==> src/rtl/game_phase_sequencer_pkg.sv <==
// Shared phase encoding and timing defaults for the game flow.
// Imported by the sequencer, its interface and the bench.
package game_timing_pkg;

  localparam int TIME_W = 8;

  localparam int CYC_PER_SEC_D = 50000000;
  localparam int LOGO_SEC_D    = 5;
  localparam int GAME_SEC_D    = 20;
  localparam int SNITCH_HI_D   = 12;
  localparam int SNITCH_LO_D   = 8;
  localparam int SCORE_SEC_D   = 4;

  typedef enum logic [2:0] {
    LOGO       = 3'd0,
    SELECT     = 3'd1,
    GAME       = 3'd2,
    SCORE      = 3'd3,
    PLAY_AGAIN = 3'd4
  } phase_e;

endpackage

==> src/rtl/game_phase_sequencer_if.sv <==
// Player-event inputs and screen-select outputs of the phase sequencer.
// master drives the events, slave is the sequencer.
interface game_phase_if;
  import game_timing_pkg::*;

  logic              selected_a_mode;
  logic              two_player_mode;
  logic              end_game_early;
  logic              end_tutorial;
  logic              restart;

  logic              logo;
  logic              select_mode_screen;
  logic              game_active;
  logic              two_player;
  logic              snitch_powerup;
  logic              end_of_game;
  logic              play_again;
  logic [TIME_W-1:0] time_left;
  logic              sec_tick;

  modport master (
    output selected_a_mode,
    output two_player_mode,
    output end_game_early,
    output end_tutorial,
    output restart,
    input  logo,
    input  select_mode_screen,
    input  game_active,
    input  two_player,
    input  snitch_powerup,
    input  end_of_game,
    input  play_again,
    input  time_left,
    input  sec_tick
  );

  modport slave (
    input  selected_a_mode,
    input  two_player_mode,
    input  end_game_early,
    input  end_tutorial,
    input  restart,
    output logo,
    output select_mode_screen,
    output game_active,
    output two_player,
    output snitch_powerup,
    output end_of_game,
    output play_again,
    output time_left,
    output sec_tick
  );

endinterface

==> src/rtl/game_phase_sequencer_sec_tick_gen.sv <==
// One-second prescaler; clear restarts the second so every phase
// begins with a full second.
module sec_tick_gen #(
  parameter int CYC_PER_SEC = 50000000
) (
  input  logic clock,
  input  logic reset,
  input  logic clear,
  output logic sec_tick
);

  localparam int CW = $clog2(CYC_PER_SEC);
  localparam logic [CW-1:0] LAST = CW'(CYC_PER_SEC - 1);

  logic [CW-1:0] cnt;

  always_ff @(posedge clock) begin
    if (reset || clear) begin
      cnt <= '0;
    end else if (cnt == LAST) begin
      cnt <= '0;
    end else begin
      cnt <= cnt + 1'b1;
    end
  end

  assign sec_tick = (cnt == LAST);

endmodule

==> src/rtl/game_phase_sequencer.sv <==
// Game flow phase FSM: logo, mode select, timed round, score board,
// play-again; all timing derived from the shared one-second tick.
module game_phase_sequencer
  import game_timing_pkg::*;
#(
  parameter int CYC_PER_SEC = CYC_PER_SEC_D,
  parameter int LOGO_SEC    = LOGO_SEC_D,
  parameter int GAME_SEC    = GAME_SEC_D,
  parameter int SNITCH_HI   = SNITCH_HI_D,
  parameter int SNITCH_LO   = SNITCH_LO_D,
  parameter int SCORE_SEC   = SCORE_SEC_D
) (
  input  logic         clock,
  input  logic         reset,
  game_phase_if.slave  bus
);

  localparam logic [7:0] LOGO_LAST  = 8'(LOGO_SEC - 1);
  localparam logic [7:0] SCORE_LAST = 8'(SCORE_SEC - 1);

  localparam logic [TIME_W-1:0] GAME_T = TIME_W'(GAME_SEC);
  localparam logic [TIME_W-1:0] HI_T   = TIME_W'(SNITCH_HI);
  localparam logic [TIME_W-1:0] LO_T   = TIME_W'(SNITCH_LO);
  localparam logic [TIME_W-1:0] ONE_T  = TIME_W'(1);

  phase_e            state;
  logic [7:0]        sec_cnt;
  logic [TIME_W-1:0] time_left;
  logic              two_player;
  logic              tick;
  logic              leave;

  sec_tick_gen #(
    .CYC_PER_SEC (CYC_PER_SEC)
  ) u_tick (
    .clock    (clock),
    .reset    (reset),
    .clear    (leave),
    .sec_tick (tick)
  );

  // Mirrors the transition conditions below; drives the prescaler clear.
  always_comb begin
    leave = 1'b0;
    unique case (state)
      LOGO:       leave = tick && (sec_cnt == LOGO_LAST);
      SELECT:     leave = bus.selected_a_mode
                        | bus.two_player_mode;
      GAME:       leave = bus.end_tutorial
                        | bus.end_game_early
                        | (tick && (time_left == ONE_T));
      SCORE:      leave = tick && (sec_cnt == SCORE_LAST);
      PLAY_AGAIN: leave = bus.restart;
      default:    leave = 1'b1;
    endcase
  end

  always_ff @(posedge clock) begin
    if (reset) begin
      state      <= LOGO;
      sec_cnt    <= '0;
      time_left  <= '0;
      two_player <= 1'b0;
    end else begin
      unique case (state)
        LOGO: begin
          if (leave) begin
            state   <= SELECT;
            sec_cnt <= '0;
          end else if (tick) begin
            sec_cnt <= sec_cnt + 1'b1;
          end
        end
        SELECT: begin
          if (leave) begin
            state      <= GAME;
            sec_cnt    <= '0;
            time_left  <= GAME_T;
            two_player <= bus.two_player_mode;
          end
        end
        GAME: begin
          if (bus.end_tutorial) begin
            state <= PLAY_AGAIN;
          end else if (bus.end_game_early) begin
            state <= SCORE;
          end else if (tick && (time_left != '0)) begin
            time_left <= time_left - 1'b1;
            if (time_left == ONE_T) state <= SCORE;
          end
        end
        SCORE: begin
          if (leave) begin
            state   <= PLAY_AGAIN;
            sec_cnt <= '0;
          end else if (tick) begin
            sec_cnt <= sec_cnt + 1'b1;
          end
        end
        PLAY_AGAIN: begin
          if (leave) begin
            state      <= SELECT;
            two_player <= 1'b0;
          end
        end
        default: begin
          state   <= LOGO;
          sec_cnt <= '0;
        end
      endcase
    end
  end

  assign bus.logo               = (state == LOGO);
  assign bus.select_mode_screen = (state == SELECT);
  assign bus.game_active        = (state == GAME);
  assign bus.end_of_game        = (state == SCORE);
  assign bus.play_again         = (state == PLAY_AGAIN);
  assign bus.snitch_powerup     = (state == GAME)
                                && (time_left <= HI_T)
                                && (time_left > LO_T);
  assign bus.two_player         = two_player;
  assign bus.time_left          = time_left;
  assign bus.sec_tick           = tick;

endmodule
==> src/flat_wrapper.sv <==
// flat-port wrapper written by rule: the top's interface ports become plain ports
module game_phase_sequencer_flat import game_timing_pkg::*;
#(
  parameter int CYC_PER_SEC = CYC_PER_SEC_D,
  parameter int LOGO_SEC    = LOGO_SEC_D,
  parameter int GAME_SEC    = GAME_SEC_D,
  parameter int SNITCH_HI   = SNITCH_HI_D,
  parameter int SNITCH_LO   = SNITCH_LO_D,
  parameter int SCORE_SEC   = SCORE_SEC_D
)
  (clock, reset, bus_selected_a_mode, bus_two_player_mode, bus_end_game_early, bus_end_tutorial, bus_restart, bus_logo, bus_select_mode_screen, bus_game_active, bus_two_player, bus_snitch_powerup, bus_end_of_game, bus_play_again, bus_time_left, bus_sec_tick);
  game_phase_if bus_i ();
  input  logic clock;
  input  logic reset;
  input wire logic [$bits(bus_i.selected_a_mode)-1:0] bus_selected_a_mode;
  input wire logic [$bits(bus_i.two_player_mode)-1:0] bus_two_player_mode;
  input wire logic [$bits(bus_i.end_game_early)-1:0] bus_end_game_early;
  input wire logic [$bits(bus_i.end_tutorial)-1:0] bus_end_tutorial;
  input wire logic [$bits(bus_i.restart)-1:0] bus_restart;
  output wire logic [$bits(bus_i.logo)-1:0] bus_logo;
  output wire logic [$bits(bus_i.select_mode_screen)-1:0] bus_select_mode_screen;
  output wire logic [$bits(bus_i.game_active)-1:0] bus_game_active;
  output wire logic [$bits(bus_i.two_player)-1:0] bus_two_player;
  output wire logic [$bits(bus_i.snitch_powerup)-1:0] bus_snitch_powerup;
  output wire logic [$bits(bus_i.end_of_game)-1:0] bus_end_of_game;
  output wire logic [$bits(bus_i.play_again)-1:0] bus_play_again;
  output wire logic [$bits(bus_i.time_left)-1:0] bus_time_left;
  output wire logic [$bits(bus_i.sec_tick)-1:0] bus_sec_tick;
  assign bus_i.selected_a_mode = bus_selected_a_mode;
  assign bus_i.two_player_mode = bus_two_player_mode;
  assign bus_i.end_game_early = bus_end_game_early;
  assign bus_i.end_tutorial = bus_end_tutorial;
  assign bus_i.restart = bus_restart;
  assign bus_logo = bus_i.logo;
  assign bus_select_mode_screen = bus_i.select_mode_screen;
  assign bus_game_active = bus_i.game_active;
  assign bus_two_player = bus_i.two_player;
  assign bus_snitch_powerup = bus_i.snitch_powerup;
  assign bus_end_of_game = bus_i.end_of_game;
  assign bus_play_again = bus_i.play_again;
  assign bus_time_left = bus_i.time_left;
  assign bus_sec_tick = bus_i.sec_tick;
  game_phase_sequencer #(.CYC_PER_SEC(CYC_PER_SEC), .LOGO_SEC(LOGO_SEC), .GAME_SEC(GAME_SEC), .SNITCH_HI(SNITCH_HI), .SNITCH_LO(SNITCH_LO), .SCORE_SEC(SCORE_SEC)) u_core (.clock(clock), .reset(reset), .bus(bus_i));
endmodule
==> config.mk <==
export PLATFORM = sky130hd
export DESIGN_NAME = game_phase_sequencer_flat
export DESIGN_NICKNAME = d
export VERILOG_FILES = /design/src/rtl/game_phase_sequencer_pkg.sv /design/src/rtl/game_phase_sequencer_if.sv /design/src/rtl/game_phase_sequencer_sec_tick_gen.sv /design/src/rtl/game_phase_sequencer.sv /design/src/flat_wrapper.sv
export SDC_FILE = /design/constraint.sdc
export NUM_CORES = 1
export LEC_CHECK = 0
export BUFFER_PORTS_ARGS = -buffer_cell sky130_fd_sc_hd__buf_2
export CORE_ASPECT_RATIO = 0.6
export CORE_MARGIN = 10
export CORE_UTILIZATION = 60
export CTS_CLUSTER_DIAMETER = 200
export DETAILED_ROUTE_END_ITERATION = 10
export PLACE_DENSITY = 0.82
export SLEW_MARGIN = 10
export SYNTH_ARGS = -nofsm -noshare
export SYNTH_HDL_FRONTEND = slang
export SYNTH_SLANG_ARGS = --single-unit
==> constraint.sdc <==
create_clock -name clock -period 5.8 [get_ports clock]
set_input_delay 0.87 -clock clock [delete_from_list [all_inputs] [get_ports clock]]
set_output_delay 0.87 -clock clock [all_outputs]
set_load 0.02 [all_outputs]
==> report_table.html, run 1 <==
<table>
<tr><th>Metric</th><th>Value</th></tr>
<tr><th colspan="2">Clock tree</th></tr>
<tr><td>Clock sink count</td><td>46</td></tr>
<tr><td>Post_cts resized</td><td>0</td></tr>
<tr><td>Clock slew at the register clock pins of the worst setup and hold paths</td><td>0.08 ns</td></tr>
<tr><td>H-tree depth reported by CTS</td><td>2</td></tr>
<tr><td>TritonCTS buffer count</td><td>5</td></tr>
<tr><td># hold bufs at CTS</td><td>0</td></tr>
<tr><td>Post CTS Setup Buffer Count</td><td>0</td></tr>
<tr><td>Clk_lat worst skew</td><td>0.30 ns</td></tr>
<tr><td>Root Buffer Master</td><td>sky130_fd_sc_hd__clkbuf_8</td></tr>
<tr><td>TritonCTS clock tree</td><td>yes</td></tr>
<tr><td>Bufs on Longest Clock Path</td><td>2</td></tr>
<tr><th colspan="2">Place</th></tr>
<tr><td>Weighted congestion at the end of routability-driven global placement</td><td>0.8329</td></tr>
<tr><td>Number of buffers added on ports</td><td>22</td></tr>
<tr><td>Instance area at placement</td><td>2663 sq um</td></tr>
<tr><td>Inst Count DP</td><td>368</td></tr>
<tr><td>Final HPWL from detailed placement</td><td>4.129 mm</td></tr>
<tr><th colspan="2">Yosys</th></tr>
<tr><td>Number of different library cells in the post-synthesis netlist</td><td>58</td></tr>
<tr><td>Post-Synth Adder-Cell Area</td><td>2.455%</td></tr>
<tr><td>Ranking of synthesized cells by area</td><td>sky130_fd_sc_hd__dfxtp_1 36%, sky130_fd_sc_hd__xor2_1 6.5%, sky130_fd_sc_hd__nor2_1 6.2%</td></tr>
<tr><td>Proportion of synthesized area in mux cells</td><td>1.571%</td></tr>
<tr><td>Simple-gate share of the synthesized area</td><td>34.32%</td></tr>
<tr><td>Synth area leader</td><td>sky130_fd_sc_hd__dfxtp_1</td></tr>
<tr><td>Count of yosys warnings during synthesis</td><td>0</td></tr>
<tr><td>Synthesized area per cell</td><td>8.553 sq um</td></tr>
<tr><td>Post-synthesis register bit count</td><td>46</td></tr>
<tr><td>Summed instance area of the synthesized netlist</td><td>2549 sq um</td></tr>
<tr><td>Proportion of synthesized chip area in sequential cells</td><td>36.13%</td></tr>
<tr><td>Xor and xnor area share after synthesis</td><td>8.591%</td></tr>
<tr><td>Post-synth ARST share</td><td>0%</td></tr>
<tr><td>Top flip-flop cell by instance count after synthesis</td><td>sky130_fd_sc_hd__dfxtp_1</td></tr>
<tr><td>Mapped Cells</td><td>298</td></tr>
<tr><td>Post-synth top area share</td><td>36.13%</td></tr>
<tr><td>Main combinational cell family by area after synthesis</td><td>simple AND/OR/NAND/NOR gates</td></tr>
<tr><td>Fraction of the mapped netlist area in compound gates</td><td>13.11%</td></tr>
<tr><td>Count of flip-flops with a built-in enable after synthesis</td><td>0</td></tr>
<tr><td>Nets in the synthesized netlist</td><td>310</td></tr>
<tr><th colspan="2">GRT</th></tr>
<tr><td>Global-route usage over all layers</td><td>15.85%</td></tr>
<tr><td>First-pass GRT wire length</td><td>9.970 mm</td></tr>
<tr><td>Initial antenna violation count</td><td>0</td></tr>
<tr><td>Total overflow reported by the global router</td><td>0</td></tr>
<tr><td>Largest net degree at the start of global routing</td><td>27</td></tr>
<tr><td>Vias in the first global route</td><td>2112</td></tr>
<tr><th colspan="2">STA</th></tr>
<tr><td>Max-slew headroom at the worst pin</td><td>22.44%</td></tr>
<tr><td>Highest Clock Rate</td><td>360.0 MHz</td></tr>
<tr><td>Worst hold slack</td><td>0.4835 ns</td></tr>
<tr><td>Fraction of the cycle the final worst path needs</td><td>47.90%</td></tr>
<tr><td>Max-slew violations</td><td>0</td></tr>
<tr><td>Unrepaired setup endpoints after global routing</td><td>no</td></tr>
<tr><td>Setup TNS after final layout</td><td>0 ns</td></tr>
<tr><td>Max Clock Skew</td><td>0.003115 ns</td></tr>
<tr><td>Final-report setup violation count</td><td>0</td></tr>
<tr><td>Final min period</td><td>2.778 ns</td></tr>
<tr><td>Final Hold Fails</td><td>0</td></tr>
<tr><td>Worst-Margin Slew</td><td>1.153 ns</td></tr>
<tr><th colspan="2">Layout</th></tr>
<tr><td>Final #Nets</td><td>327</td></tr>
<tr><td>Most frequent standard cell in the layout excluding fill and tap cells</td><td>sky130_fd_sc_hd__dfxtp_1</td></tr>
<tr><td>Commonest non-fill, non-tap cells in the layout</td><td>46 x sky130_fd_sc_hd__dfxtp_1, 42 x sky130_fd_sc_hd__nor2_1, 22 x sky130_fd_sc_hd__buf_2, 19 x sky130_fd_sc_hd__xor2_1</td></tr>
<tr><td>Antenna cells</td><td>0</td></tr>
<tr><td>Finished layout cell area</td><td>2771 sq um</td></tr>
<tr><td>Non-filler cells in the finished layout</td><td>376</td></tr>
<tr><td>Storage element area</td><td>920.9 sq um</td></tr>
<tr><td>Area Growth Syn to Fin</td><td>8.738%</td></tr>
<tr><td>Ratio of cells with drive above 1 in the final layout</td><td>14.87%</td></tr>
<tr><td>Area of combinational cells with multiple inputs</td><td>1530 sq um</td></tr>
<tr><td>Fillers</td><td>345</td></tr>
<tr><th colspan="2">Critical path</th></tr>
<tr><td>Max Fanout on Critical Path</td><td>4</td></tr>
<tr><td>Cell-by-cell trace of the critical path</td><td>or4b_4 -&gt; nor4_4 -&gt; and2_2 -&gt; buf_2</td></tr>
<tr><td>Type of element launching the critical path</td><td>register</td></tr>
<tr><td>Data required time of the worst path</td><td>4.93 ns</td></tr>
<tr><td>Type of destination of the critical path</td><td>output pin</td></tr>
<tr><td>Critical path origin</td><td>u_core.u_tick.cnt[10]$_SDFF_PP0_</td></tr>
<tr><td>Slowest library cell on the worst path</td><td>sky130_fd_sc_hd__or4b_4</td></tr>
<tr><td>Delay of the slowest cell on the worst path</td><td>0.59 ns</td></tr>
<tr><td>R2r startpoint</td><td>u_core.state[0]$_SDFFE_PP0P_</td></tr>
<tr><td>Signal arrival time at the worst endpoint</td><td>1.91 ns</td></tr>
<tr><td>Worst Path Class, Setup</td><td>register to output pin</td></tr>
<tr><th colspan="2">Floorplan</th></tr>
<tr><td>Core area</td><td>4099 sq um</td></tr>
<tr><td>Starting utilization of the core area</td><td>62.18%</td></tr>
<tr><td>Die Area</td><td>7340 sq um</td></tr>
<tr><td>Number of ports placed on the die boundary</td><td>23</td></tr>
<tr><td>Height of the chip</td><td>70.49 microns</td></tr>
<tr><td>Die W</td><td>104.1 microns</td></tr>
<tr><td>Number of core rows</td><td>18</td></tr>
<tr><th colspan="2">Power and ir drop</th></tr>
<tr><td>Sequential share of power</td><td>55.8%</td></tr>
<tr><td>Power density cells</td><td>206.5 nW/um^2</td></tr>
<tr><td>Proportion of total power due to net switching</td><td>21.57%</td></tr>
<tr><td>Standby leakage power</td><td>1.104 nW</td></tr>
<tr><td>Switching power of the nets</td><td>0.1235 mW</td></tr>
<tr><td>Clock share of power</td><td>41.6%</td></tr>
<tr><td>Internal portion of total power</td><td>0.4488 mW</td></tr>
<tr><td>Total power</td><td>0.5722 mW</td></tr>
<tr><td>Peak ir drop on the vdd network</td><td>132.8 uV</td></tr>
<tr><td>Logic gate share of total power</td><td>2.6%</td></tr>
<tr><th colspan="2">Worst hold path</th></tr>
<tr><td>Worst min-delay path category</td><td>register to register</td></tr>
<tr><td>Hold path start</td><td>u_core.u_tick.cnt[0]$_SDFF_PP0_</td></tr>
<tr><th colspan="2">Detailed routing</th></tr>
<tr><td>Total vias in the final route</td><td>2244</td></tr>
<tr><td>Number of design rule violations left after detail routing</td><td>0</td></tr>
<tr><td>Via density per instance</td><td>5.968</td></tr>
<tr><td>Aggregate routed wire length</td><td>5.657 mm</td></tr>
<tr><td>Remaining antenna violation count</td><td>0</td></tr>
<tr><td>Number of detailed-routing iterations run before antenna repair</td><td>4</td></tr>
<tr><td>Wire per inst</td><td>15.05 microns</td></tr>
<tr><td>Number of design-rule violations left by the first detailed-router iteration</td><td>140</td></tr>
<tr><th colspan="2">Job</th></tr>
<tr><td>Max capacitance violation total</td><td>0</td></tr>
<tr><th colspan="2">Outcome</th></tr>
<tr><td>Result of the run</td><td>finished clean</td></tr>
</table>
-- synthesized netlist by cell type (2+ instances only) --
cell type                   number
sky130_fd_sc_hd__xor2_1         19
sky130_fd_sc_hd__mux2i_1         4
sky130_fd_sc_hd__nor4_1          3
sky130_fd_sc_hd__o2111ai_1       2
sky130_fd_sc_hd__nor2_1         42
sky130_fd_sc_hd__or3_2           2
sky130_fd_sc_hd__o21ai_0        13
sky130_fd_sc_hd__nor3_1          6
sky130_fd_sc_hd__a211oi_1        2
sky130_fd_sc_hd__o31ai_1         3
sky130_fd_sc_hd__o211ai_1        2
sky130_fd_sc_hd__nand3_1        15
sky130_fd_sc_hd__nand2_1        15
sky130_fd_sc_hd__nor2b_1         2
sky130_fd_sc_hd__or4b_4          2
sky130_fd_sc_hd__a311oi_1        3
sky130_fd_sc_hd__or3_1          10
sky130_fd_sc_hd__or2_2           2
sky130_fd_sc_hd__and3b_1         2
sky130_fd_sc_hd__ha_1            5
sky130_fd_sc_hd__a21oi_1        13
sky130_fd_sc_hd__inv_1           6
sky130_fd_sc_hd__a2111oi_0       2
sky130_fd_sc_hd__buf_2           3
sky130_fd_sc_hd__xnor2_1         6
sky130_fd_sc_hd__clkbuf_1        5
sky130_fd_sc_hd__dfxtp_1        46
sky130_fd_sc_hd__and2_1          5
sky130_fd_sc_hd__and3_1         10
sky130_fd_sc_hd__nand4_1        15
sky130_fd_sc_hd__and4_1          4
sky130_fd_sc_hd__nor4_4          3
-- per-stage QoR --
step / util, % / setup WS, ns
final: 67.61 / 3.022
after detailed placement: 64.96 / 2.991
after floorplan: - / 3.077
after global placement: 64.96 / 3.053
after global routing: 67.61 / 2.786
after CTS: 67.61 / 3.000
-- kinds of logic after synthesis --
kind of cell | Yosys count
and+or+nand+nor | 150
adders and majority gates | 5
xor gates and xnor gates | 25
muxes | 4
AOI/OAI and AO/OA | 49
DFF | 46
buffers and inverters | 19
-- area by class of cell --
type | instances | area share (%)
tap | 60 | 2.709
clock inverter | 3 | 1.445
clock buffer | 5 | 2.483
inverter | 7 | 0.9481
multi-input combinational | 233 | 55.21
timing repair buffer | 22 | 3.973
sequential | 46 | 33.23
-- critical path: cells and delay by family (launching register included) --
family                 cells  cell delay, ns
and+or+nand+nor            3            1.10
DFF                        1            0.35
buffers and inverters      1            0.15
-- metal layers --
| layer | share of wire, % | GRT usage [%] | vias to the layer above |
|---|---|---|---|
| li1 | - | - | 1120 |
| met4 | 1.2 | 5.376 | 0 |
| met3 | 6.1 | 4.029 | 8 |
| met5 | 0 | 0 | - |
| met2 | 43 | 23.46 | 71 |
| met1 | 49 | 21.69 | 1045 |
-- sequential cells by signal (all words and copies together), names as in the netlist --
| signal | flops |
|---|---|
| u_core.u_tick.cnt | 26 |
| u_core.state | 3 |
| u_core.bus.two_player | 1 |
| u_core.bus.time_left | 8 |
| u_core.sec_cnt | 8 |
-- path summary, 6_finish.rpt --
| kind | to | slack (ns) | depth (start not counted) |
|---|---|---|---|
| max | bus_sec_tick | 3.02 | 4 |
| min | u_core.u_tick.cnt[0]$_SDFF_PP0_ | 0.48 | 1 |
| max reg2reg | u_core.u_tick.cnt[9]$_SDFF_PP0_ | 3.06 | 5 |
| min reg2reg | u_core.u_tick.cnt[0]$_SDFF_PP0_ | 0.48 | 1 |
-- power groups by stage --
| stage | Clock, mW | Sequential, mW | Combinational, mW |
|---|---|---|---|
| after floorplan | 0 | 0.326 | 0.0101 |
| after global placement | 0 | 0.327 | 0.0141 |
| after detailed placement | 0 | 0.327 | 0.0145 |
| after CTS | 0.241 | 0.320 | 0.0146 |
| after global routing | 0.253 | 0.320 | 0.0169 |
| final | 0.238 | 0.320 | 0.0147 |
No activity file was read; power rests on OpenSTA's default activity.
==> run 2: changes to the inputs <==
--- a/config.mk
+++ b/config.mk
@@ -5,6 +5,7 @@
 export SDC_FILE = /design/constraint.sdc
 export NUM_CORES = 1
 export LEC_CHECK = 0
+export ABC_AREA = 1
 export BUFFER_PORTS_ARGS = -buffer_cell sky130_fd_sc_hd__buf_2
 export CORE_ASPECT_RATIO = 0.6
 export CORE_MARGIN = 10
==> constraint.sdc (replaced) <==
create_clock -name clock -period 2.73 [get_ports clock]
set_input_delay 0.4095 -clock clock [delete_from_list [all_inputs] [get_ports clock]]
set_output_delay 0.4095 -clock clock [all_outputs]
set_load 0.02 [all_outputs]
==> report_table.html, run 2 <==
<table>
<tr><th>Metric</th><th>Value</th></tr>
<tr><th colspan="2">Outcome</th></tr>
<tr><td>Result of the run</td><td>finished clean (unchanged)</td></tr>
<tr><th colspan="2">GRT</th></tr>
<tr><td>Total overflow reported by the global router</td><td>0 (unchanged)</td></tr>
<tr><td>Met1 demand-to-capacity share in global routing</td><td>24.18% (was 21.69%)</td></tr>
<tr><td>Global-route usage over all layers</td><td>16.82% (was 15.85%)</td></tr>
<tr><td>First-pass GRT wire length</td><td>10.76 mm (was 9.970 mm)</td></tr>
<tr><td>Largest net degree at the start of global routing</td><td>25 (was 27)</td></tr>
<tr><td>Initial antenna violation count</td><td>0 (unchanged)</td></tr>
<tr><td>Most utilized layer in the global route result</td><td>met1 (was met2)</td></tr>
<tr><td>Vias in the first global route</td><td>2314 (was 2112)</td></tr>
<tr><td>Met2 track demand over resource in global routing</td><td>24.02% (was 23.46%)</td></tr>
<tr><td>Met3 Resource Use GR</td><td>4.586% (was 4.029%)</td></tr>
<tr><th colspan="2">Layout</th></tr>
<tr><td>Antenna cells</td><td>0 (unchanged)</td></tr>
<tr><td>Most frequent standard cell in the layout excluding fill and tap cells</td><td>sky130_fd_sc_hd__nand2_1 (was sky130_fd_sc_hd__dfxtp_1)</td></tr>
<tr><td>Ratio of cells with drive above 1 in the final layout</td><td>16.21% (was 14.87%)</td></tr>
<tr><td>Fillers</td><td>362 (was 345)</td></tr>
<tr><td>Final #Nets</td><td>449 (was 327)</td></tr>
<tr><td>Flip-flop count of the largest register after layout</td><td>26 (unchanged)</td></tr>
<tr><td>Commonest non-fill, non-tap cells in the layout</td><td>87 x sky130_fd_sc_hd__nand2_1, 65 x sky130_fd_sc_hd__nor2_1, 54 x sky130_fd_sc_hd__inv_1, 46 x sky130_fd_sc_hd__dfxtp_1, 31 x sky130_fd_sc_hd__nand3_1 (was 46 x sky130_fd_sc_hd__dfxtp_1, 42 x sky130_fd_sc_hd__nor2_1, 22 x sky130_fd_sc_hd__buf_2, 19 x sky130_fd_sc_hd__xor2_1)</td></tr>
<tr><td>Final Core Density</td><td>70.46% (was 67.61%)</td></tr>
<tr><td>Largest registers in the final layout</td><td>u_core.u_tick.cnt x26, u_core.bus.time_left x8, u_core.sec_cnt x8 (unchanged)</td></tr>
<tr><td>Area Growth Syn to Fin</td><td>9.703% (was 8.738%)</td></tr>
<tr><td>Register containing the most flip-flops in the final layout</td><td>u_core.u_tick.cnt (unchanged)</td></tr>
<tr><th colspan="2">Critical path</th></tr>
<tr><td>Number of buffers and inverters on the critical path</td><td>3 (was 1)</td></tr>
<tr><td>Slack of the worst reg-to-reg path</td><td>0.60 ns (was 3.06 ns)</td></tr>
<tr><td>R2r startpoint</td><td>u_core.u_tick.cnt[0]$_SDFF_PP0_ (was u_core.state[0]$_SDFFE_PP0P_)</td></tr>
<tr><td>Signal arrival time at the worst endpoint</td><td>1.78 ns (was 1.91 ns)</td></tr>
<tr><td>Family of cells with the greatest summed delay on the critical path</td><td>flip-flops (was simple AND/OR/NAND/NOR gates)</td></tr>
<tr><td>Number of cell instances on the worst register-to-register path</td><td>12 (was 5)</td></tr>
<tr><td>Cell-by-cell trace of the critical path</td><td>inv_2 -&gt; nor2_2 -&gt; nand2_2 -&gt; inv_2 -&gt; nand2_1 -&gt; a211oi_1 -&gt; buf_2 (was or4b_4 -&gt; nor4_4 -&gt; and2_2 -&gt; buf_2)</td></tr>
<tr><td>Worst Path Class, Setup</td><td>register to output pin (unchanged)</td></tr>
<tr><td>Cell repeated most along the worst path</td><td>sky130_fd_sc_hd__inv_2</td></tr>
<tr><td>Destination of the worst register-to-register timing path</td><td>u_core.sec_cnt[3]$_SDFFE_PP0P_ (was u_core.u_tick.cnt[9]$_SDFF_PP0_)</td></tr>
<tr><td>Delay of the slowest cell on the worst path</td><td>0.48 ns (was 0.59 ns)</td></tr>
<tr><td>Slowest library cell on the worst path</td><td>sky130_fd_sc_hd__dfxtp_1 (was sky130_fd_sc_hd__or4b_4)</td></tr>
<tr><td>Data required time of the worst path</td><td>2.32 ns (was 4.93 ns)</td></tr>
<tr><td>Max Fanout on Critical Path</td><td>8 (was 4)</td></tr>
<tr><td>Type of element launching the critical path</td><td>register (unchanged)</td></tr>
<tr><td>Type of destination of the critical path</td><td>output pin (unchanged)</td></tr>
<tr><th colspan="2">Worst hold path</th></tr>
<tr><td>Worst min-delay path category</td><td>input pin to register (was register to register)</td></tr>
<tr><td>Hold path start</td><td>reset (was u_core.u_tick.cnt[0]$_SDFF_PP0_)</td></tr>
<tr><td>Endpoint of the worst hold-timing path</td><td>u_core.bus.time_left[5]$_SDFFE_PP0P_ (was u_core.u_tick.cnt[0]$_SDFF_PP0_)</td></tr>
<tr><td>WHS Path Cells</td><td>2 (was 1)</td></tr>
<tr><th colspan="2">Power and ir drop</th></tr>
<tr><td>Peak ir drop on the vdd network</td><td>454.9 uV (was 132.8 uV)</td></tr>
<tr><td>Power density cells</td><td>714.8 nW/um^2 (was 206.5 nW/um^2)</td></tr>
<tr><td>Standby leakage power</td><td>1.243 nW (was 1.104 nW)</td></tr>
<tr><th colspan="2">Yosys</th></tr>
<tr><td>Proportion of synthesized chip area in sequential cells</td><td>33.68% (was 36.13%)</td></tr>
<tr><td>Nets in the synthesized netlist</td><td>425 (was 310)</td></tr>
<tr><td>Synthesized area per cell</td><td>6.620 sq um (was 8.553 sq um)</td></tr>
<tr><td>Count of yosys warnings during synthesis</td><td>0 (unchanged)</td></tr>
<tr><td>Post-synth top cells</td><td>87 x sky130_fd_sc_hd__nand2_1, 65 x sky130_fd_sc_hd__nor2_1, 54 x sky130_fd_sc_hd__inv_1, 46 x sky130_fd_sc_hd__dfxtp_1, 31 x sky130_fd_sc_hd__nand3_1 (was 46 x sky130_fd_sc_hd__dfxtp_1, 42 x sky130_fd_sc_hd__nor2_1, 19 x sky130_fd_sc_hd__xor2_1)</td></tr>
<tr><td>Ranking of synthesized cells by area</td><td>sky130_fd_sc_hd__dfxtp_1 34%, sky130_fd_sc_hd__nand2_1 12%, sky130_fd_sc_hd__nor2_1 8.9% (was sky130_fd_sc_hd__dfxtp_1 36%, sky130_fd_sc_hd__xor2_1 6.5%, sky130_fd_sc_hd__nor2_1 6.2%)</td></tr>
<tr><td>Post-synthesis register bit count</td><td>46 (unchanged)</td></tr>
<tr><td>Top-count cell post-synth</td><td>sky130_fd_sc_hd__nand2_1 (was sky130_fd_sc_hd__dfxtp_1)</td></tr>
<tr><td>Number of different library cells in the post-synthesis netlist</td><td>33 (was 58)</td></tr>
<tr><td>Summed instance area of the synthesized netlist</td><td>2734 sq um (was 2549 sq um)</td></tr>
<tr><td>Top flip-flop cell by instance count after synthesis</td><td>sky130_fd_sc_hd__dfxtp_1 (unchanged)</td></tr>
<tr><td>Post-synth ARST share</td><td>0% (unchanged)</td></tr>
<tr><td>Post-synth top area share</td><td>33.68% (was 36.13%)</td></tr>
<tr><td>Count of flip-flops with a built-in enable after synthesis</td><td>0 (unchanged)</td></tr>
<tr><td>Mapped Cells</td><td>413 (was 298)</td></tr>
<tr><td>Synth area leader</td><td>sky130_fd_sc_hd__dfxtp_1 (unchanged)</td></tr>
<tr><th colspan="2">Clock tree</th></tr>
<tr><td>Clk_lat worst skew</td><td>0.31 ns (was 0.30 ns)</td></tr>
<tr><td>Clock sink count</td><td>46 (unchanged)</td></tr>
<tr><td>Bufs on Longest Clock Path</td><td>2 (unchanged)</td></tr>
<tr><td>Post_cts resized</td><td>0 (unchanged)</td></tr>
<tr><td>Clock slew at the register clock pins of the worst setup and hold paths</td><td>0.09 ns (was 0.08 ns)</td></tr>
<tr><td>TritonCTS clock tree</td><td>yes (unchanged)</td></tr>
<tr><td>H-tree depth reported by CTS</td><td>2 (unchanged)</td></tr>
<tr><td>Root Buffer Master</td><td>sky130_fd_sc_hd__clkbuf_8 (unchanged)</td></tr>
<tr><td>TritonCTS buffer count</td><td>5 (unchanged)</td></tr>
<tr><td>Post CTS Setup Buffer Count</td><td>0 (unchanged)</td></tr>
<tr><td># hold bufs at CTS</td><td>0 (unchanged)</td></tr>
<tr><th colspan="2">STA</th></tr>
<tr><td>Unrepaired setup endpoints after global routing</td><td>no (unchanged)</td></tr>
<tr><td>Max-slew violations</td><td>0 (unchanged)</td></tr>
<tr><td>Max Clock Skew</td><td>0.009160 ns (was 0.003115 ns)</td></tr>
<tr><td>Final min period</td><td>2.188 ns</td></tr>
<tr><td>Final-report setup violation count</td><td>0 (unchanged)</td></tr>
<tr><td>Fraction of the cycle the final worst path needs</td><td>80.15%</td></tr>
<tr><td>Worst-Margin Slew</td><td>0.5250 ns (was 1.153 ns)</td></tr>
<tr><td>Least setup slack across all paths after layout</td><td>0.5418 ns (was 3.022 ns)</td></tr>
<tr><td>Highest Clock Rate</td><td>457.0 MHz</td></tr>
<tr><td>Final Hold Fails</td><td>0 (unchanged)</td></tr>
<tr><td>Setup TNS after final layout</td><td>0 ns (unchanged)</td></tr>
<tr><td>Max-slew headroom at the worst pin</td><td>64.68% (was 22.44%)</td></tr>
<tr><th colspan="2">Detailed routing</th></tr>
<tr><td>Number of design-rule violations left by the first detailed-router iteration</td><td>212 (was 140)</td></tr>
<tr><td>Number of design rule violations left after detail routing</td><td>0 (unchanged)</td></tr>
<tr><td>Remaining antenna violation count</td><td>0 (unchanged)</td></tr>
<tr><td>Number of detailed-routing iterations run before antenna repair</td><td>5 (was 4)</td></tr>
<tr><td>Via density per instance</td><td>5.291 (was 5.968)</td></tr>
<tr><td>Aggregate routed wire length</td><td>6.373 mm (was 5.657 mm)</td></tr>
<tr><td>Total vias in the final route</td><td>2635 (was 2244)</td></tr>
<tr><td>Wire per inst</td><td>12.80 microns (was 15.05 microns)</td></tr>
<tr><th colspan="2">Floorplan</th></tr>
<tr><td>Number of ports placed on the die boundary</td><td>23 (unchanged)</td></tr>
<tr><td>Die Area</td><td>7745 sq um (was 7340 sq um)</td></tr>
<tr><td>Core area</td><td>4257 sq um (was 4099 sq um)</td></tr>
<tr><td>Number of core rows</td><td>18 (unchanged)</td></tr>
<tr><td>Die W</td><td>107.1 microns (was 104.1 microns)</td></tr>
<tr><td>Height of the chip</td><td>72.29 microns (was 70.49 microns)</td></tr>
<tr><td>Starting utilization of the core area</td><td>64.23% (was 62.18%)</td></tr>
<tr><th colspan="2">Place</th></tr>
<tr><td>Number of buffers added on ports</td><td>22 (unchanged)</td></tr>
<tr><td>Weighted congestion at the end of routability-driven global placement</td><td>0.8809 (was 0.8329)</td></tr>
<tr><td>Setup slack after placement</td><td>0.5526 ns (was 2.991 ns)</td></tr>
<tr><td>Final HPWL from detailed placement</td><td>4.800 mm (was 4.129 mm)</td></tr>
<tr><th colspan="2">Job</th></tr>
<tr><td>Max capacitance violation total</td><td>0 (unchanged)</td></tr>
</table>
## run 2: cell types whose count changed after synthesis, moves of 7 or more
cell                      previous run  this run
sky130_fd_sc_hd__and3_1             10         0
sky130_fd_sc_hd__nor2_2              0         7
sky130_fd_sc_hd__nand2_1            15        87
sky130_fd_sc_hd__inv_1               6        54
sky130_fd_sc_hd__xor2_1             19         8
sky130_fd_sc_hd__nand2_2             0         7
sky130_fd_sc_hd__nor2_1             42        65
sky130_fd_sc_hd__inv_2               0         9
sky130_fd_sc_hd__nand3_1            15        31
sky130_fd_sc_hd__a21oi_1            13        20
sky130_fd_sc_hd__or3_1              10         0
## run 2: how the worst max path moves through the flow
stage	start	end	slack (ns)	cells past startpoint
after floorplan	u_core.u_tick.cnt[0]$_SDFF_PP0_	u_core.bus.time_left[0]$_SDFFE_PP0P_	0.79	10
after global routing	u_core.u_tick.cnt[0]$_SDFF_PP0_	u_core.sec_cnt[0]$_SDFFE_PP0P_	0.38	12
after global placement	bus_two_player_mode	u_core.sec_cnt[0]$_SDFFE_PP0P_	0.68	11
after CTS	u_core.state[1]$_SDFFE_PP0P_	bus_snitch_powerup	0.59	7
after detailed placement	bus_two_player_mode	u_core.sec_cnt[0]$_SDFFE_PP0P_	0.55	11
final	u_core.state[1]$_SDFFE_PP0P_	bus_snitch_powerup	0.54	7
## run 2: cell families after synthesis
| logic type | synth area share (%) |
|---|---|
| flops | 33.68 |
| simple gates | 43.25 |
| buf+inv | 9.840 |
| compound gates | 7.094 |
| xor+xnor | 3.844 |
| fa+ha+maj | 2.288 |
## run 2: metrics by stage
step / instances / total power [mW] / hold WS (ns) / area, sq um
2_1_floorplan: 413 / 1.469 / 0.4175 / 2734
3_3_place_gp: 490 / 1.606 / 0.4321 / 2887
3_5_place_dp: 490 / 1.623 / 0.4466 / 2887
4_1_cts: 498 / 2.146 / 0.4100 / 2999
5_1_grt: 498 / 2.320 / 0.4222 / 2999
6_report: 498 / 2.144 / 0.4206 / 2999
## run 2: layout make-up
| type | instances | area, sq um | share of cell area (%) |
|---|---|---|---|
| clock inverter | 3 | 43.79 | 1.460 |
| sequential | 46 | 920.9 | 30.71 |
| tap | 60 | 75.07 | 2.503 |
| inverter | 63 | 236.5 | 7.885 |
| multi-input combinational | 299 | 1544 | 51.48 |
| timing repair buffer | 22 | 110.1 | 3.671 |
| clock buffer | 5 | 68.82 | 2.295 |
## run 2: where the power goes
part / internal, mW / switching, mW / total, mW / leakage, nW
combinational: 0.241 / 0.586 / 0.827 / 0.812
clock: 0.275 / 0.246 / 0.521 / 0.0585
sequential: 0.730 / 0.0660 / 0.796 / 0.372
## run 2: worst reg2reg max path, cell delays in order (launching register included)
cell and delay [ns]:
sky130_fd_sc_hd__dfxtp_1 0.36, sky130_fd_sc_hd__ha_1 0.17, sky130_fd_sc_hd__nand2_1 0.05, sky130_fd_sc_hd__inv_1 0.12, sky130_fd_sc_hd__nand2_2 0.16, sky130_fd_sc_hd__nor2_4 0.14, sky130_fd_sc_hd__inv_2 0.04, sky130_fd_sc_hd__nor2_2 0.16
sky130_fd_sc_hd__nand3_2 0.11, sky130_fd_sc_hd__nand3_2 0.24, sky130_fd_sc_hd__nand3_1 0.11, sky130_fd_sc_hd__nand2_1 0.25, sky130_fd_sc_hd__nor2_1 0.10
## run 2: metal layers
layer	wire (microns)	share of wire, %
met1	3236	51
met2	2622	41
met3	447	7.0
met4	66	1.0
met5	0	0
==> run 3: changes to the inputs <==
--- a/config.mk
+++ b/config.mk
@@ -9,10 +9,10 @@
 export BUFFER_PORTS_ARGS = -buffer_cell sky130_fd_sc_hd__buf_2
 export CORE_ASPECT_RATIO = 0.6
 export CORE_MARGIN = 10
-export CORE_UTILIZATION = 60
+export CORE_UTILIZATION = 54
 export CTS_CLUSTER_DIAMETER = 200
 export DETAILED_ROUTE_END_ITERATION = 10
-export PLACE_DENSITY = 0.82
+export PLACE_DENSITY = 0.78
 export SLEW_MARGIN = 10
 export SYNTH_ARGS = -nofsm -noshare
 export SYNTH_HDL_FRONTEND = slang
==> constraint.sdc (replaced) <==
create_clock -name clock -period 1.9 [get_ports clock]
set_input_delay 0.285 -clock clock [delete_from_list [all_inputs] [get_ports clock]]
set_output_delay 0.285 -clock clock [all_outputs]
set_load 0.02 [all_outputs]
==> report_table.html, run 3 (synthesis results as in run 2) <==
<table>
<tr><th>Metric</th><th>Value</th></tr>
<tr><th colspan="2">Layout</th></tr>
<tr><td>Commonest non-fill, non-tap cells in the layout</td><td>85 x sky130_fd_sc_hd__nand2_1, 59 x sky130_fd_sc_hd__nor2_1, 53 x sky130_fd_sc_hd__inv_1, 39 x sky130_fd_sc_hd__dfxtp_1, 30 x sky130_fd_sc_hd__nand3_1 (was 87 x sky130_fd_sc_hd__nand2_1, 65 x sky130_fd_sc_hd__nor2_1, 54 x sky130_fd_sc_hd__inv_1, 46 x sky130_fd_sc_hd__dfxtp_1, 31 x sky130_fd_sc_hd__nand3_1)</td></tr>
<tr><td>Register containing the most flip-flops in the final layout</td><td>u_core.u_tick.cnt (unchanged)</td></tr>
<tr><td>Area of combinational cells with multiple inputs</td><td>1622 sq um (was 1544 sq um)</td></tr>
<tr><td>Largest registers in the final layout</td><td>u_core.u_tick.cnt x26, u_core.bus.time_left x8, u_core.sec_cnt x8 (unchanged)</td></tr>
<tr><td>Area Growth Syn to Fin</td><td>18.40% (was 9.703%)</td></tr>
<tr><td>Ratio of cells with drive above 1 in the final layout</td><td>23.23% (was 16.21%)</td></tr>
<tr><td>Storage element area</td><td>932.1 sq um (was 920.9 sq um)</td></tr>
<tr><td>Fillers</td><td>387 (was 362)</td></tr>
<tr><td>Final #Nets</td><td>463 (was 449)</td></tr>
<tr><td>Flip-flop count of the largest register after layout</td><td>26 (unchanged)</td></tr>
<tr><td>Most frequent standard cell in the layout excluding fill and tap cells</td><td>sky130_fd_sc_hd__nand2_1 (unchanged)</td></tr>
<tr><td>Antenna cells</td><td>0 (unchanged)</td></tr>
<tr><th colspan="2">Detailed routing</th></tr>
<tr><td>Aggregate routed wire length</td><td>6.571 mm (was 6.373 mm)</td></tr>
<tr><td>Remaining antenna violation count</td><td>0 (unchanged)</td></tr>
<tr><td>Number of detailed-routing iterations run before antenna repair</td><td>5 (unchanged)</td></tr>
<tr><td>Number of design rule violations left after detail routing</td><td>0 (unchanged)</td></tr>
<tr><td>Wire per inst</td><td>12.76 microns (was 12.80 microns)</td></tr>
<tr><td>Number of design-rule violations left by the first detailed-router iteration</td><td>242 (was 212)</td></tr>
<tr><td>Via density per instance</td><td>5.278 (was 5.291)</td></tr>
<tr><td>Total vias in the final route</td><td>2718 (was 2635)</td></tr>
<tr><th colspan="2">Critical path</th></tr>
<tr><td>Slack of the worst reg-to-reg path</td><td>0.11 ns (was 0.60 ns)</td></tr>
<tr><td>Max Fanout on Critical Path</td><td>4 (was 8)</td></tr>
<tr><td>Cell repeated most along the worst path</td><td>sky130_fd_sc_hd__nand3_1 (was sky130_fd_sc_hd__inv_2)</td></tr>
<tr><td>Destination of the worst register-to-register timing path</td><td>u_core.sec_cnt[6]$_SDFFE_PP0P_ (was u_core.sec_cnt[3]$_SDFFE_PP0P_)</td></tr>
<tr><td>Signal arrival time at the worst endpoint</td><td>1.52 ns (was 1.78 ns)</td></tr>
<tr><td>Delay of the slowest cell on the worst path</td><td>0.35 ns (was 0.48 ns)</td></tr>
<tr><td>Data required time of the worst path</td><td>1.62 ns (was 2.32 ns)</td></tr>
<tr><td>Type of destination of the critical path</td><td>output pin (unchanged)</td></tr>
<tr><td>Slowest library cell on the worst path</td><td>sky130_fd_sc_hd__dfxtp_1 (unchanged)</td></tr>
<tr><td>Worst Path Class, Setup</td><td>register to output pin (unchanged)</td></tr>
<tr><td>Type of element launching the critical path</td><td>register (unchanged)</td></tr>
<tr><td>R2r startpoint</td><td>u_core.bus.time_left[5]$_SDFFE_PP0P_ (was u_core.u_tick.cnt[0]$_SDFF_PP0_)</td></tr>
<tr><td>Number of cell instances on the worst register-to-register path</td><td>13 (was 12)</td></tr>
<tr><td>Cell-by-cell trace of the critical path</td><td>nor2_1 -&gt; nand3_1 -&gt; inv_1 -&gt; nand3_1 -&gt; nor3_4 -&gt; buf_4 (was inv_2 -&gt; nor2_2 -&gt; nand2_2 -&gt; inv_2 -&gt; nand2_1 -&gt; a211oi_1 -&gt; buf_2)</td></tr>
<tr><th colspan="2">Power and ir drop</th></tr>
<tr><td>Sequential share of power</td><td>33.5% (was 37.1%)</td></tr>
<tr><td>Total power</td><td>3.443 mW (was 2.144 mW)</td></tr>
<tr><td>Clock share of power</td><td>26.0% (was 24.3%)</td></tr>
<tr><td>Power density cells</td><td>1064 nW/um^2 (was 714.8 nW/um^2)</td></tr>
<tr><td>Internal portion of total power</td><td>2.071 mW (was 1.246 mW)</td></tr>
<tr><td>Proportion of total power due to net switching</td><td>39.84% (was 41.88%)</td></tr>
<tr><td>Switching power of the nets</td><td>1.372 mW (was 0.8977 mW)</td></tr>
<tr><td>Standby leakage power</td><td>1.363 nW (was 1.243 nW)</td></tr>
<tr><td>Logic gate share of total power</td><td>40.5% (was 38.6%)</td></tr>
<tr><td>Peak ir drop on the vdd network</td><td>698.1 uV (was 454.9 uV)</td></tr>
<tr><th colspan="2">Floorplan</th></tr>
<tr><td>Die W</td><td>111.9 microns (was 107.1 microns)</td></tr>
<tr><td>Height of the chip</td><td>75.12 microns (was 72.29 microns)</td></tr>
<tr><td>Die Area</td><td>8402 sq um (was 7745 sq um)</td></tr>
<tr><td>Number of core rows</td><td>19 (was 18)</td></tr>
<tr><td>Core area</td><td>4731 sq um (was 4257 sq um)</td></tr>
<tr><td>Starting utilization of the core area</td><td>57.79% (was 64.23%)</td></tr>
<tr><td>Number of ports placed on the die boundary</td><td>23 (unchanged)</td></tr>
<tr><th colspan="2">STA</th></tr>
<tr><td>Max Clock Skew</td><td>0.007602 ns (was 0.009160 ns)</td></tr>
<tr><td>Final Hold Fails</td><td>0 (unchanged)</td></tr>
<tr><td>Fraction of the cycle the final worst path needs</td><td>94.90%</td></tr>
<tr><td>Max-slew violations</td><td>0 (unchanged)</td></tr>
<tr><td>Least setup slack across all paths after layout</td><td>0.09693 ns (was 0.5418 ns)</td></tr>
<tr><td>Unrepaired setup endpoints after global routing</td><td>yes (was no)</td></tr>
<tr><td>Worst-Margin Slew</td><td>0.4910 ns (was 0.5250 ns)</td></tr>
<tr><td>Max-slew headroom at the worst pin</td><td>66.97% (was 64.68%)</td></tr>
<tr><td>Final min period</td><td>1.803 ns</td></tr>
<tr><td>Final-report setup violation count</td><td>0 (unchanged)</td></tr>
<tr><td>Highest Clock Rate</td><td>554.6 MHz</td></tr>
<tr><th colspan="2">Clock tree</th></tr>
<tr><td>Bufs on Longest Clock Path</td><td>2 (unchanged)</td></tr>
<tr><td>H-tree depth reported by CTS</td><td>2 (unchanged)</td></tr>
<tr><td>Clock sink count</td><td>46 (unchanged)</td></tr>
<tr><td>TritonCTS clock tree</td><td>yes (unchanged)</td></tr>
<tr><td>TritonCTS buffer count</td><td>5 (unchanged)</td></tr>
<tr><td>Clk_lat worst skew</td><td>0.31 ns (about the same)</td></tr>
<tr><td>Root Buffer Master</td><td>sky130_fd_sc_hd__clkbuf_8 (unchanged)</td></tr>
<tr><td>Clock slew at the register clock pins of the worst setup and hold paths</td><td>0.09 ns (about the same)</td></tr>
<tr><th colspan="2">Place</th></tr>
<tr><td>Final HPWL from detailed placement</td><td>4.912 mm (was 4.800 mm)</td></tr>
<tr><td>Number of buffers added on ports</td><td>22 (unchanged)</td></tr>
<tr><td>Weighted congestion at the end of routability-driven global placement</td><td>0.9163 (was 0.8809)</td></tr>
<tr><td>Setup slack after placement</td><td>-0.04107 ns (was 0.5526 ns)</td></tr>
<tr><th colspan="2">Worst hold path</th></tr>
<tr><td>Worst min-delay path category</td><td>input pin to register (unchanged)</td></tr>
<tr><td>Endpoint of the worst hold-timing path</td><td>u_core.bus.two_player$_SDFFE_PP0P_ (was u_core.bus.time_left[5]$_SDFFE_PP0P_)</td></tr>
<tr><td>WHS Path Cells</td><td>3 (was 2)</td></tr>
<tr><td>Hold path start</td><td>bus_two_player_mode (was reset)</td></tr>
<tr><th colspan="2">GRT</th></tr>
<tr><td>Largest net degree at the start of global routing</td><td>25 (unchanged)</td></tr>
<tr><td>Initial antenna violation count</td><td>0 (unchanged)</td></tr>
<tr><td>First-pass GRT wire length</td><td>11.00 mm (was 10.76 mm)</td></tr>
<tr><td>Global-route usage over all layers</td><td>15.58% (was 16.82%)</td></tr>
<tr><td>Total overflow reported by the global router</td><td>0 (unchanged)</td></tr>
<tr><td>Vias in the first global route</td><td>2384 (was 2314)</td></tr>
<tr><th colspan="2">Job</th></tr>
<tr><td>Max capacitance violation total</td><td>0 (unchanged)</td></tr>
<tr><th colspan="2">Outcome</th></tr>
<tr><td>Result of the run</td><td>finished clean (unchanged)</td></tr>
</table>
run 3: repair_timing:
| action | in CTS | in global routing |
|---|---|---|
| setup endpoints to repair | 13 | 38 |
| pin swaps | 1 | 7 |
| resized for setup | 5 | 33 |
| hold buffers | 0 | 0 |
| gates cloned | 0 | 1 |
| setup buffers | 0 | 4 |
run 3: stage by stage:
step | cells | setup TNS, ns | hold slack (ns) | utilization (%) | instance area [sq um]
2_1_floorplan | 413 | 0 | 0.4175 | - | 2740
3_3_place_gp | 502 | 0 | 0.4322 | 62.66 | 2964
3_5_place_dp | 502 | -0.2224 | 0.4451 | 62.66 | 2964
4_1_cts | 510 | 0 | 0.2782 | 65.91 | 3118
5_1_grt | 515 | -0.2413 | 0.3074 | 68.42 | 3237
6_report | 515 | 0 | 0.2980 | 68.42 | 3237
run 3: power by group through the flow:
stage          combinational [mW]  clock [mW]  sequential, mW
2_1_floorplan               0.933           0            1.18
3_3_place_gp                 1.21           0            1.16
3_5_place_dp                 1.24           0            1.16
4_1_cts                      1.25       0.904            1.14
5_1_grt                      1.57       0.943            1.17
6_report                     1.39       0.897            1.15
run 3: worst max-delay path by stage:
stage	startpoint	to	slack [ns]	depth (start not counted)
final	u_core.u_tick.cnt[7]$_SDFF_PP0_	bus_sec_tick	0.1	6
after global routing	u_core.bus.time_left[1]$_SDFFE_PP0P_	u_core.sec_cnt[3]$_SDFFE_PP0P_	-0.07	15
after CTS	u_core.u_tick.cnt[21]$_SDFF_PP0_	bus_sec_tick	0.009	5
after detailed placement	u_core.u_tick.cnt[0]$_SDFF_PP0_	u_core.sec_cnt[5]$_SDFFE_PP0P_	-0.04	14
after global placement	u_core.u_tick.cnt[0]$_SDFF_PP0_	u_core.sec_cnt[6]$_SDFFE_PP0P_	0.08	12
after floorplan	u_core.u_tick.cnt[0]$_SDFF_PP0_	u_core.bus.time_left[0]$_SDFFE_PP0P_	0.07	10
run 3: layer usage:
| layer | global-route usage [%] | part of all wire, % | vias up |
|---|---|---|---|
| met5 | 0 | 0 | - |
| met4 | 6.099 | 1.2 | 0 |
| met3 | 3.810 | 6.8 | 8 |
| met2 | 23.10 | 41 | 95 |
| met1 | 21.32 | 50 | 1219 |
| li1 | - | - | 1396 |
run 3: worst max-delay path, delay by kind of cell (launching register included):
| family | cells | cell delay, ns |
|---|---|---|
| buf+inv | 2 | 0.27 |
| flops | 1 | 0.35 |
| simple gates | 4 | 0.57 |
run 3: cell type report:
cell class | instances | area share [%]
clock buffer | 5 | 2.126
clock inverter | 3 | 2.126
inverter | 63 | 7.460
multi-input combinational | 299 | 50.10
sequential | 46 | 28.80
tap | 63 | 2.435
timing repair buffer | 36 | 6.958
